<file path="src/rtl/adc_seq_pkg.sv">
// adc_seq_pkg: shared types and helpers for the ADC round-robin sequencer.
//   adc_seq_state_t : sequencer FSM state encoding (IDLE encodes as 0)
//   CHAN_W          : channel index width (fixed at 3, up to 8 channels)
//   MAX_CHANNELS    : width of the internal round mask
//   lowest_set()    : index of the lowest set bit of a channel mask
package adc_seq_pkg;

  localparam int CHAN_W       = 3;
  localparam int MAX_CHANNELS = 8;

  typedef enum logic [2:0] {
    IDLE      = 3'd0,
    WAIT_TICK = 3'd1,
    ISSUE     = 3'd2,
    WAIT_DATA = 3'd3,
    EMIT      = 3'd4
  } adc_seq_state_t;

  // Returns 0 for an all-zero mask; callers test the mask for zero first.
  function automatic logic [CHAN_W-1:0] lowest_set(input logic [MAX_CHANNELS-1:0] mask);
    logic [CHAN_W-1:0] idx;
    idx = '0;
    for (int i = MAX_CHANNELS - 1; i >= 0; i--) begin
      if (mask[i]) idx = CHAN_W'(i);
    end
    return idx;
  endfunction

endpackage

</file>
<file path="src/rtl/adc_seq_rate_timer.sv">
// adc_seq_rate_timer: sample-period down-counter.
//   clk, rst_n : system clock, asynchronous active-low reset
//   run        : counting enabled; while low the counter holds rate_div
//   reload     : force the counter back to rate_div (sequencer idle)
//   rate_div   : period is rate_div+1 cycles
//   tick       : one-cycle pulse each time the counter reaches 0
module adc_seq_rate_timer #(
  parameter int RATE_DIV_WIDTH = 16
) (
  input  logic                      clk,
  input  logic                      rst_n,
  input  logic                      run,
  input  logic                      reload,
  input  logic [RATE_DIV_WIDTH-1:0] rate_div,
  output logic                      tick
);

  logic [RATE_DIV_WIDTH-1:0] count;

  // Tick is suppressed while reloading so a fresh start always waits a full period.
  assign tick = run && !reload && (count == '0);

  always_ff @(posedge clk or negedge rst_n) begin
    if (!rst_n) begin
      count <= '0;
    end else if (!run || reload || (count == '0)) begin
      count <= rate_div;
    end else begin
      count <= count - {{(RATE_DIV_WIDTH-1){1'b0}}, 1'b1};
    end
  end

endmodule

</file>
<file path="src/rtl/adc_sequencer.sv">
// adc_sequencer: round-robin conversion scheduler for the MCP3008 front end.
// Each sample period it issues one conversion per enabled channel in
// ascending order, tags the returned result with its channel and presents it
// as a one-cycle-valid stream.
//
// Handshake: conv_start is a one-cycle request with conv_chan valid in the
// same cycle; exactly one conversion is outstanding at a time. conv_valid is a
// one-cycle strobe honoured only while waiting for data. axiov is a one-cycle
// strobe with axiod/axio_chan; there is no back-pressure.
//
// Ports:
//   clk, rst_n            : clock, asynchronous active-low reset
//   run                   : level, sequencing enabled
//   chan_en               : per-channel enable mask, sampled at each period tick
//   rate_div              : sample period = rate_div+1 cycles
//   conv_start, conv_chan : conversion request to the ADC core
//   conv_valid, conv_data : ADC result
//   axiov, axiod, axio_chan : output sample stream
//   overrun               : sticky, a tick arrived while a round was unfinished
//   timeout_err           : sticky, conversion watchdog fired
//   state                 : current FSM state (debug)
//
// Build option: define ADC_SEQ_TIMEOUT_EN to add the WAIT_DATA watchdog
// (TIMEOUT_CYCLES). Without it WAIT_DATA waits indefinitely and timeout_err is 0.
module adc_sequencer
  import adc_seq_pkg::*;
#(
  parameter int NUM_CHANNELS      = 8,
  parameter int SAMPLE_DATA_WIDTH = 10,
  parameter int RATE_DIV_WIDTH    = 16,
  parameter int TIMEOUT_CYCLES    = 1024
) (
  input  logic                         clk,
  input  logic                         rst_n,
  input  logic                         run,
  input  logic [NUM_CHANNELS-1:0]      chan_en,
  input  logic [RATE_DIV_WIDTH-1:0]    rate_div,
  output logic                         conv_start,
  output logic [CHAN_W-1:0]            conv_chan,
  input  logic                         conv_valid,
  input  logic [SAMPLE_DATA_WIDTH-1:0] conv_data,
  output logic                         axiov,
  output logic [SAMPLE_DATA_WIDTH-1:0] axiod,
  output logic [CHAN_W-1:0]            axio_chan,
  output logic                         overrun,
  output logic                         timeout_err,
  output adc_seq_state_t               state
);

  logic                    tick;
  logic [MAX_CHANNELS-1:0] round_mask;
  logic [CHAN_W-1:0]       cur_chan;

  logic [MAX_CHANNELS-1:0] chan_en_ext;
  logic [MAX_CHANNELS-1:0] remaining;
  logic [CHAN_W-1:0]       first_sel;
  logic [CHAN_W-1:0]       next_sel;
  logic                    continue_round;
  adc_seq_state_t          after_state;

  adc_seq_rate_timer #(
    .RATE_DIV_WIDTH (RATE_DIV_WIDTH)
  ) u_timer (
    .clk      (clk),
    .rst_n    (rst_n),
    .run      (run),
    .reload   (state == IDLE),
    .rate_div (rate_div),
    .tick     (tick)
  );

  // Decisions shared by EMIT and the watchdog path: drop the finished channel
  // and either move to the next higher enabled channel or close the round.
  always_comb begin
    chan_en_ext                   = '0;
    chan_en_ext[NUM_CHANNELS-1:0] = chan_en;
    first_sel                     = lowest_set(chan_en_ext);
    remaining                     = round_mask & ~(8'b1 << cur_chan);
    next_sel                      = lowest_set(remaining);
    continue_round                = (remaining != '0) && run;
    if (continue_round)  after_state = ISSUE;
    else if (run)        after_state = WAIT_TICK;
    else                 after_state = IDLE;
  end

`ifdef ADC_SEQ_TIMEOUT_EN
  localparam int TO_W = $clog2(TIMEOUT_CYCLES + 1);
  localparam logic [TO_W-1:0] TO_LAST = TO_W'(TIMEOUT_CYCLES - 1);
  logic [TO_W-1:0] wait_cnt;
`else
  logic unused_timeout_cfg;
  assign unused_timeout_cfg = ^TIMEOUT_CYCLES;
  assign timeout_err = 1'b0;
`endif

  always_ff @(posedge clk or negedge rst_n) begin
    if (!rst_n) begin
      state       <= IDLE;
      round_mask  <= '0;
      cur_chan    <= '0;
      conv_start  <= 1'b0;
      conv_chan   <= '0;
      axiov       <= 1'b0;
      axiod       <= '0;
      axio_chan   <= '0;
      overrun     <= 1'b0;
`ifdef ADC_SEQ_TIMEOUT_EN
      timeout_err <= 1'b0;
      wait_cnt    <= '0;
`endif
    end else begin
      conv_start <= 1'b0;
      axiov      <= 1'b0;

      // A tick during an active round is dropped; the round keeps going.
      if (tick && (state == ISSUE || state == WAIT_DATA || state == EMIT)) begin
        overrun <= 1'b1;
      end

      case (state)
        IDLE: begin
          if (run) state <= WAIT_TICK;
        end

        WAIT_TICK: begin
          if (!run) begin
            state <= IDLE;
          end else if (tick) begin
            round_mask <= chan_en_ext;
            if (chan_en_ext != '0) begin
              cur_chan   <= first_sel;
              conv_chan  <= first_sel;
              conv_start <= 1'b1;
              state      <= ISSUE;
            end
          end
        end

        ISSUE: begin
          state <= WAIT_DATA;
`ifdef ADC_SEQ_TIMEOUT_EN
          wait_cnt <= '0;
`endif
        end

        WAIT_DATA: begin
          if (conv_valid) begin
            axiov     <= 1'b1;
            axiod     <= conv_data;
            axio_chan <= cur_chan;
            state     <= EMIT;
          end
`ifdef ADC_SEQ_TIMEOUT_EN
          else if (wait_cnt == TO_LAST) begin
            // Abandon this channel silently and carry on as if it had emitted.
            timeout_err <= 1'b1;
            round_mask  <= remaining;
            state       <= after_state;
            if (continue_round) begin
              cur_chan   <= next_sel;
              conv_chan  <= next_sel;
              conv_start <= 1'b1;
            end
          end else begin
            wait_cnt <= wait_cnt + 1'b1;
          end
`endif
        end

        EMIT: begin
          round_mask <= remaining;
          state      <= after_state;
          if (continue_round) begin
            cur_chan   <= next_sel;
            conv_chan  <= next_sel;
            conv_start <= 1'b1;
          end
        end

        default: state <= IDLE;
      endcase
    end
  end

endmodule

</file>
<file path="config.mk">
export PLATFORM = sky130hd
export DESIGN_NAME = adc_sequencer
export DESIGN_NICKNAME = d
export VERILOG_FILES = /design/src/rtl/adc_seq_pkg.sv /design/src/rtl/adc_seq_rate_timer.sv /design/src/rtl/adc_sequencer.sv
export SDC_FILE = /design/constraint.sdc
export NUM_CORES = 1
export LEC_CHECK = 0
export BUFFER_PORTS_ARGS = -buffer_cell sky130_fd_sc_hd__buf_2
export CAP_MARGIN = 25
export CORE_MARGIN = 5
export CORE_UTILIZATION = 48
export CTS_CLUSTER_SIZE = 12
export DETAILED_ROUTE_END_ITERATION = 16
export PLACE_DENSITY = 0.76
export SLEW_MARGIN = 25
export SYNTH_ARGS = -nofsm -noshare
export SYNTH_HDL_FRONTEND = slang
export SYNTH_SLANG_ARGS = --single-unit
export TNS_END_PERCENT = 100
</file>
<file path="constraint.sdc">
create_clock -name clk -period 2.2 [get_ports clk]
set_input_delay 0.55 -clock clk [delete_from_list [all_inputs] [get_ports clk]]
set_output_delay 0.55 -clock clk [all_outputs]
set_load 0.03 [all_outputs]
</file>
After elaboration in Yosys (flattened, before gate mapping):

Index checks and enable logic that the tools add are counted.

* $add $sub $neg: 1
* bitwise operators: 2
* shifts and indexed selects: 1
* equality and inequality tests: 12
* reductions and logical operators: 19
* mux-type cells: 40

Operators with widths (count)
* $mux 3: 25
* $logic_not 16->1: 1
* $mux 16: 1
* $mux 8: 2
* $pmux 8 s2: 1
* $reduce_bool 8->1: 2
* $sub 16x1->16 const B: 1
* $pmux 3 s5: 1
* $ne 2x2->1 const B: 6
* $and 8x8->8: 1
* $not 8->8: 1
* $shl 1x3->8 const A: 1
* $mux 1: 7
* $eq 3x2->1 const B: 2
* $ne 3x3->1 const B: 2
* $pmux 3 s2: 1
* $reduce_and 5->1: 1
* $logic_and 1x1->1: 4
* $logic_or 1x1->1: 4
* $reduce_and 4->1: 1
* $eq 3x1->1 const B: 1
* $eq 3x3->1 const B: 1
* $logic_not 3->1: 1
* $reduce_and 3->1: 1
* 5 further kinds: 6

* output and inout bits: 23
* word-level logic and storage cells: 84
* flip-flop bits (word level): 46
* input port bits: 38

Depth between registers and ports, before layout:

Gate-level depths: netlist of run 1.

* depth after elaboration: 13
* depth in mapped cells: 9
* depth with buffers taken out: 7

Hierarchy:

Synthesis of run 1 repeated with hierarchy kept, for this count alone.

* cells, all modules: 281
* area total of the unflattened synthesis: 2720.1 um2

Modules (own cells, without submodules)
* adc_sequencer: area each 1729.2 um2, seq. area each 750.7 um2, instances 1, cells an instance 197
* adc_seq_rate_timer: area each 991.0 um2, seq. area each 400.4 um2, instances 1, cells an instance 84

Worst setup path after synthesis of run 1:

OpenSTA, ideal clock, no wires.

* path kind: register to register
* start: register cur_chan[1]
* end: register cur_chan[1]
* stages on the path, launching flop included: 7
* required time: 2.075 ns
* setup slack: 0.015 ns
* arrival: 2.060 ns
* buffers on the path: 1
* period minus slack after synthesis: 2.185 ns
* cell sequence: dfrtp_1 -> clkbuf_1 -> nor4b_1 -> a22oi_1 -> a2111oi_2 -> o2bb2ai_4 -> mux2_4

* word-level cells in the longest chain between the ends: 13
* elaborated cells between the ends (all ways): 17
* classes of those cells: 1 x eq/ne; 1 x shift; 10 x mux; 2 x bitwise; 3 x reduce/logical

RTL lines
* start, declared: RTL line adc_sequencer.sv:52 `logic [CHAN_W-1:0] cur_chan;`
* start signal, assigned: RTL line adc_sequencer.sv:131 `cur_chan <= first_sel;`
* start signal, assigned: RTL line adc_sequencer.sv:174 `cur_chan <= next_sel;`
* $shl 1x3->8 *: RTL line adc_sequencer.sv:78 `remaining = round_mask & ~(8'b1 << cur_chan);`
* $not 8->8 *: RTL line adc_sequencer.sv:78
* $and 8x8->8 *: RTL line adc_sequencer.sv:78
* $mux 3 (8 in series): RTL line adc_seq_pkg.sv:24 `if (mask[i]) idx = CHAN_W'(i);`
* $mux 3: RTL line adc_sequencer.sv:173 `if (continue_round) begin`
* $pmux 3 s2: RTL line adc_sequencer.sv:120 `case (state)`

Every way passes the cells marked *; elsewhere a longest branch is shown, timed or not. The select of a mux whose other input is x is not followed.
A chain may end at the register's enable or synchronous reset.

Worst setup path after layout of run 1:

* start: register u_timer.count[7]
* end: register round_mask[2]

* word-level cells in the longest chain between the ends: 4

RTL lines
* start, declared: RTL line adc_seq_rate_timer.sv:18 `logic [RATE_DIV_WIDTH-1:0] count;`
* start signal, assigned: RTL line adc_seq_rate_timer.sv:27 `count <= rate_div;`
* start signal, assigned: RTL line adc_seq_rate_timer.sv:29 `count <= count - {{(RATE_DIV_WIDTH-1){1'b0}}, 1'b1};`
* $logic_not 16->1: RTL line adc_seq_rate_timer.sv:21 `assign tick = run && !reload && (count == '0);`
* $logic_and 1x1->1: RTL line adc_seq_rate_timer.sv:21
* $ne 2x2->1 (no line)
* $reduce_and 3->1 (no line)
* end signal, assigned: RTL line adc_sequencer.sv:129 `round_mask <= chan_en_ext;`
* end signal, assigned: RTL line adc_sequencer.sv:171 `round_mask <= remaining;`
* end, declared: RTL line adc_sequencer.sv:51 `logic [MAX_CHANNELS-1:0] round_mask;`

No other way between the ends.

==> results of run 1 <==
-- kinds of logic (layout without fill, tap and decap cells) --
logic type | Yosys count | in the layout | synth area share [%]
buffers and inverters | 24 | 93 | 4.178
adder cells (fa/ha/maj) | 2 | 2 | 0.9831
AND/OR/NAND/NOR | 124 | 124 | 23.30
multiplexers | 10 | 10 | 4.425
AO/OA/AOI/OAI | 64 | 64 | 17.26
flip-flops | 46 | 46 | 45.23
other | 1 | 1 | 0.1474
XOR/XNOR | 13 | 13 | 4.474
-- metrics by stage --
step	setup TNS, ns	power, mW	utilization (%)	setup slack [ns]
2_1_floorplan	0	0.9907	-	0.01524
3_3_place_gp	0	1.075	58.42	0.07777
3_5_place_dp	0	1.080	58.42	0.01897
4_1_cts	0	1.702	60.69	0.01007
5_1_grt	-0.7982	1.768	60.88	-0.08585
6_report	0	1.692	60.88	0.01395
-- synth_stat cells, types with 3 or more instances --
cell type / n
nor2_1: 28
inv_1: 8
nand2b_1: 6
xor2_1: 4
mux2i_1: 6
a21oi_1: 19
clkbuf_1: 12
nor3b_1: 3
nand3b_1: 3
nor2b_1: 6
a31oi_1: 3
nor4_1: 5
nor3_1: 8
a22o_1: 7
nand2_1: 52
dfrtp_1: 46
xnor2_1: 9
o21ai_0: 15
-- cells in the final DEF, fill, tap and decap left out, types with 2 or more instances in the layout --
cell / n
buf_2: 59
nand2_1: 52
dfrtp_1: 45
nor2_1: 28
a21oi_1: 18
buf_4: 17
o21ai_0: 15
xnor2_1: 9
nor3_1: 8
inv_1: 8
a22o_1: 7
nand2b_1: 6
mux2i_1: 6
nor2b_1: 5
clkbuf_8: 5
xor2_1: 4
nor4_1: 4
nand3b_1: 3
a31oi_1: 3
nor3b_1: 3
o31ai_1: 2
mux2_2: 2
or3_1: 2
nand3_1: 2
a21o_1: 2
mux2_4: 2
o21ba_2: 2
ha_1: 2
-- flip-flops by register name, indices dropped and copies added (netlist names) --
register / flops
axio_chan: 3
axiod: 10
axiov: 1
conv_start: 1
cur_chan: 3
overrun: 1
round_mask: 8
state: 3
u_timer.count: 16
-- power by group through the flow --
stage / clock network, mW / registers, mW / logic, mW
after floorplan: 0 / 0.911 / 0.0797
after global placement: 0 / 0.911 / 0.163
after detailed placement: 0 / 0.914 / 0.167
after CTS: 0.637 / 0.897 / 0.168
after global routing: 0.676 / 0.903 / 0.188
final: 0.624 / 0.900 / 0.168
-- path summary, 6_finish.rpt --
| path | from | cells past startpoint | end | slack, ns |
|---|---|---|---|---|
| worst max-delay path | u_timer.count[7] | 6 | round_mask[2] | 0.01 |
| max in group asynchronous | rst_n | 2 | cur_chan[1] | 1.46 |
| min in group clk | conv_data[2] | 3 | axiod[2] | 0.43 |
| worst min-delay path | rst_n | 1 | axiod[8] | 0.21 |
| worst max register to register | u_timer.count[7] | 6 | round_mask[2] | 0.01 |
| worst min register to register | axiod[9] | 2 | axiod[9] | 0.48 |
-- critical path: cells and delay by family, from the launching register on --
family,cells,cell delay (ns)
buf+inv,1,0.23
compound gates,2,0.28
simple gates,3,1.17
flops,1,0.39
-- per-layer routing --
layer | up-vias | part of all wire [%] | GRT usage [%]
li1 | 1116 | - | -
met1 | 1039 | 48 | 25.00
met2 | 79 | 44 | 28.21
met3 | 10 | 6.6 | 5.248
met4 | 0 | 1.4 | 4.903
met5 | - | 0 | 0
-- layout make-up --
cell class | count | area share (%)
flip-flops and latches | 46 | 36.83
clock buffers | 6 | 2.319
well taps | 70 | 2.799
repair buffers | 77 | 14.15
multi-input cells | 214 | 41.74
inverters | 8 | 0.9596
clock inverters | 2 | 1.200
-- what timing repair did --
item	in CTS	in global routing
setup buffers	0	0
endpoints found under the setup margin	2	17
gates resized for setup	1	3
==> metrics, run 1 <==
status completed; Max Freq 457.4 MHz; Hold Fails Final Rpt 0; cell count after synthesis 284; CTS Buffer Depth 2; Critical Path RT 2.40 ns; P_sw 403.5 uW; antenna violations before repair 0; GPL Wtd Cong 0.8833; Slowest cell on crit path or4_4; Post-synth ARST share 100.0%; CTS Buf Count 5; die area 0.006858 mm^2; top_reg_cell synth dfrtp_1; synth top area cells dfrtp_1, nand2_1, nor2_1; Post-synth EDFFs 0; Vias per Instance 5.305; total wire length 6.311 mm; Seq/Total Area, Yosys 45.23%; Area after DPL 0.003003 mm^2; area of the multi-input gates 0.001306 mm^2; Worst setup SP type flop; Yosys top cell by area dfrtp_1; Area Overhead vs Synth 22.96%; worst-path cell chain or4_4, and4bb_1, and4_1, buf_4, o21ai_0, a22o_1; Comb pwr share 9.9%; Core Rows 26; Avg Inst Size Synth 8.961 um^2; crit path DAT 2.38 ns; Total GRT Usage 18.22%; hpwl dp 4.710 mm; antenna cells 0; Hold Buf Count CTS 0; switching portion of total power 23.84%; P_leak 1.484 nW; Pre-antenna DRT Iters 4; WS Path Type reg -> reg; Initial Utilization 49.51%; io pins 61; CTS H-tree lvls 2; headroom to the max-slew limit 42.01%; nets@finish 392; WL/cell 14.92 um; largest net degree at the start of global routing 27; Pint 1.289 mW; proportion of layout cells with a drive suffix above 1 27.76%; Chip Height 82.82 um; Worst path max stage delay 0.56 ns; Slew @ Worst Pin 0.8699 ns; Reg power frac 53.2%; RSZ-0062 raised after global routing true; core box area 0.005140 mm^2; Post-route DRC 0; share of the synthesized area in the top cell type 45.23%; cell area after layout 0.003129 mm^2; total congestion overflow 0; Skew-Pair Late Insertion Delay 0.31 ns; final antenna-violating net count 0; Max-Cap Viols 0; crit end category flop; final setup violation count 0; Num Clock Sinks 46; PwrDens 540.8 mW/mm^2; Post-Syn Nets 324; first-pass GRT wire length 10.38 mm; 1st-iter DRT viols 138; die width 82.82 um; register area 0.001152 mm^2; Buffers on Ports 59; ratio of final minimum period to clock period 99.37%; fin. max-slew vios 0; Worst Hold Slack 0.2065 ns; vias 2244; critical path fanouts, max 14; Post-Layout Cell Count 423; # placed instances 415; distinct cell type count after synthesis 52; Synth Cell Area 0.002545 mm^2; fin crit period 2.186 ns; Ys Warns 0; CTS tree done; CTS Root Cell clkbuf_8; clock group share of total power 36.9%; Max rail drop VDD 0.3700 mV; Max Clock Skew 0.004502 ns; Synth Register Bits 46; # fillers 471; Worst Hold Class in -> async; CTS clock-pin slew for the worst setup and hold paths 0.08 ns; vias in the first global route 2173
(Power assumes the default switching activity.)
==> run 2, diff against run 1 <==
--- a/config.mk
+++ b/config.mk
@@ -7,11 +7,13 @@
 export LEC_CHECK = 0
 export BUFFER_PORTS_ARGS = -buffer_cell sky130_fd_sc_hd__buf_2
 export CAP_MARGIN = 25
+export CELL_PAD_IN_SITES_DETAIL_PLACEMENT = 1
+export CELL_PAD_IN_SITES_GLOBAL_PLACEMENT = 2
 export CORE_MARGIN = 5
-export CORE_UTILIZATION = 48
+export CORE_UTILIZATION = 32
 export CTS_CLUSTER_SIZE = 12
 export DETAILED_ROUTE_END_ITERATION = 16
-export PLACE_DENSITY = 0.76
+export PLACE_DENSITY_LB_ADDON = 0.1
 export SLEW_MARGIN = 25
 export SYNTH_ARGS = -nofsm -noshare
 export SYNTH_HDL_FRONTEND = slang
==> constraint.sdc (replaced) <==
create_clock -name clk -period 2.3 [get_ports clk]
set_input_delay 0.575 -clock clk [delete_from_list [all_inputs] [get_ports clk]]
set_output_delay 0.575 -clock clk [all_outputs]
set_load 0.03 [all_outputs]
==> run 2 against run 1 <==
Utilization is 20 points lower. Clock skew is 0.0027 ns higher. Sequential cell count stayed put. Die area is 43% higher. Register-to-register slack better by 0.08 ns. Sequential power is 4.3% lower. Critical endpoint is now round_mask[0]. Largest cell class unchanged. Non-clock buffer count is 1 lower. Wire length is 13% higher.
==> metrics, run 2 (same netlist as run 1, synthesis figures left out) <==
largest net degree at the start of global routing 21 (-22%); Max rail drop VDD 0.1952 mV (-47%); CTS H-tree lvls 2 (unchanged); worst r2r path cells 5 (-1); DP Worst Slack 0.07119 ns (+0.05221 ns); nets@finish 391 (-0.26%); setup TNS 0 ns (unchanged); hpwl dp 5.571 mm (+18%); die width 99.18 um (+20%); Vias per Instance 4.987 (-6.0%); biggest regs u_timer.count (16), axiod (10), round_mask (8); Area after DPL 0.003048 mm^2 (+1.5%); cell area after layout 0.003136 mm^2 (+0.20%); proportion of layout cells with a drive suffix above 1 26.78% (-0.98 points); Worst path max stage delay 0.58 ns (+0.02 ns); Largest register FFs 16 (unchanged); Max Clock Skew 0.007180 ns (+0.002678 ns); Area Overhead vs Synth 23.21%; WS Path Type reg -> reg; Core Rows 32 (+23%); Max-Cap Viols 0 (unchanged); critical path fanouts, max 5 (-9); fin. max-slew vios 0 (unchanged); die area 0.009837 mm^2 (+43%); Worst setup SP type flop; most common cell after layout, fill and taps aside buf_2; first-pass GRT wire length 11.99 mm (+15%); vias in the first global route 2418 (+11%); FF-to-FF Start u_timer.count[7]; # fillers 949 (+100%); P_leak 1.468 nW (-1.0%); WL/cell 15.74 um (+5.5%); Skew-Pair Late Insertion Delay 0.29 ns (-0.02 ns); CTS Buf Count 5 (unchanged); most flop-heavy register u_timer.count; final setup violation count 0 (unchanged); headroom to the max-slew limit 49.71% (+7.7 points); Hold Fails Final Rpt 0 (unchanged); Num Clock Sinks 46 (unchanged); CTS clock-pin slew for the worst setup and hold paths 0.09 ns (about the same); Pwr Total 1.497 mW (-12%); total congestion overflow 0 (unchanged); Final WS setup 0.09775 ns (+0.08380 ns); Slowest cell on crit path or4_4; CP top delay family simple AND/OR/NAND/NOR gates; Post-route DRC 0 (unchanged); Pre-antenna DRT Iters 4 (unchanged); total wire length 7.130 mm (+13%); crit end category flop; Post-Layout Cell Count 453 (+7.1%); Worst Hold Slack 0.2253 ns (+0.01879 ns); Worst R2R End round_mask[0]; CTS Buffer Depth 2 (unchanged); Initial Utilization 32.93% (-17 points); Chip Height 99.18 um (+20%); CTS tree done; reg-to-reg slack, setup 0.1 ns (+0.08 ns); crit path DAT 2.39 ns (about the same); post-layout util 40.58% (-20 points); worst-path cell chain or4_4, and4bb_1, and4_2, mux2_2, o21a_1; core box area 0.007727 mm^2 (+50%); GPL Wtd Cong 0.7969 (-9.8%); antenna cells 0 (unchanged); Total GRT Usage 14.94% (-3.3 points); antenna violations before repair 0 (unchanged); Max Freq 454.1 MHz (-0.74%); Critical Path RT 2.49 ns (+0.09 ns); 1st-iter DRT viols 53 (-62%); ratio of final minimum period to clock period 95.75% (-3.6 points); Buffers on Ports 59 (unchanged); PwrDens 477.5 mW/mm^2 (-12%); fin crit period 2.202 ns (+0.01620 ns); io pins 61 (unchanged); # placed instances 446 (+7.5%); RSZ-0062 raised after global routing false; status completed; Worst Hold Class in -> async; final antenna-violating net count 0 (unchanged); commonest cells after routing, fill and taps aside buf_2, nand2_1, dfrtp_1; CTS Root Cell clkbuf_8; Slew @ Worst Pin 0.7544 ns (-0.1155 ns); worst path bufs/invs 0 (-1); vias 2259 (+0.67%)
run 2: changes by cell type in the layout (fill, tap and decap cells not counted):
cell	delta
nor4_2	-1
bufinv_16	-1
buf_4	-2
nor2b_1	+1
dfrtp_2	-1
nor2b_2	-1
nor4_1	+1
buf_12	+1
and4_1	-1
dfrtp_1	+1
and4_2	+1
run 2: power by group:
part	switching, mW	internal, mW
Clock	0.272	0.209
Combinational	0.0840	0.0719
Sequential	0.0268	0.834
Total	0.382	1.11
run 2: final cells by class:
type                    count  area (um^2)  share of cell area [%]
flip-flops and latches     46         1151                   36.71
inverters                   8        30.03                  0.9577
clock inverters             1        7.507                  0.2394
repair buffers             76        447.9                   14.29
clock buffers               6        72.57                   2.314
multi-input cells         214         1299                   41.42
well taps                 102        127.6                   4.070
run 2: metal layers:
layer | vias to the layer above | GRT usage [%] | wire [um] | part of all wire (%)
li1 | 1113 | - | - | -
met1 | 1089 | 21.21 | 3481 | 49
met5 | - | 0 | 0 | 0
met2 | 55 | 22.99 | 3204 | 45
met3 | 2 | 4.067 | 411 | 5.8
met4 | 0 | 2.836 | 32 | 0.45
run 2: worst max path at each step:
stage / slack (ns) / start / cells past startpoint / to
5_1_grt: 0.02 / u_timer.count[7] / 6 / round_mask[4]
3_5_place_dp: 0.07 / u_timer.count[0] / 7 / round_mask[0]
2_1_floorplan: 0.12 / cur_chan[1] / 6 / cur_chan[1]
3_3_place_gp: 0.13 / u_timer.count[7] / 5 / round_mask[0]
4_1_cts: 0.04 / u_timer.count[0] / 7 / round_mask[0]
6_report: 0.1 / u_timer.count[7] / 5 / round_mask[0]
run 2: worst register-to-register path, cell delays in order, from the launching register on:
cell and delay (ns):
dfrtp_1 0.43, or4_4 0.58, and4bb_1 0.30, and4_2 0.29, mux2_2 0.34, o21a_1 0.16
run 2: what timing repair did:
item,4_1_cts,5_1_grt
setup buffers,0,0
gates resized for setup,0,2
endpoints found under the setup margin,0,10
hold buffers,0,0
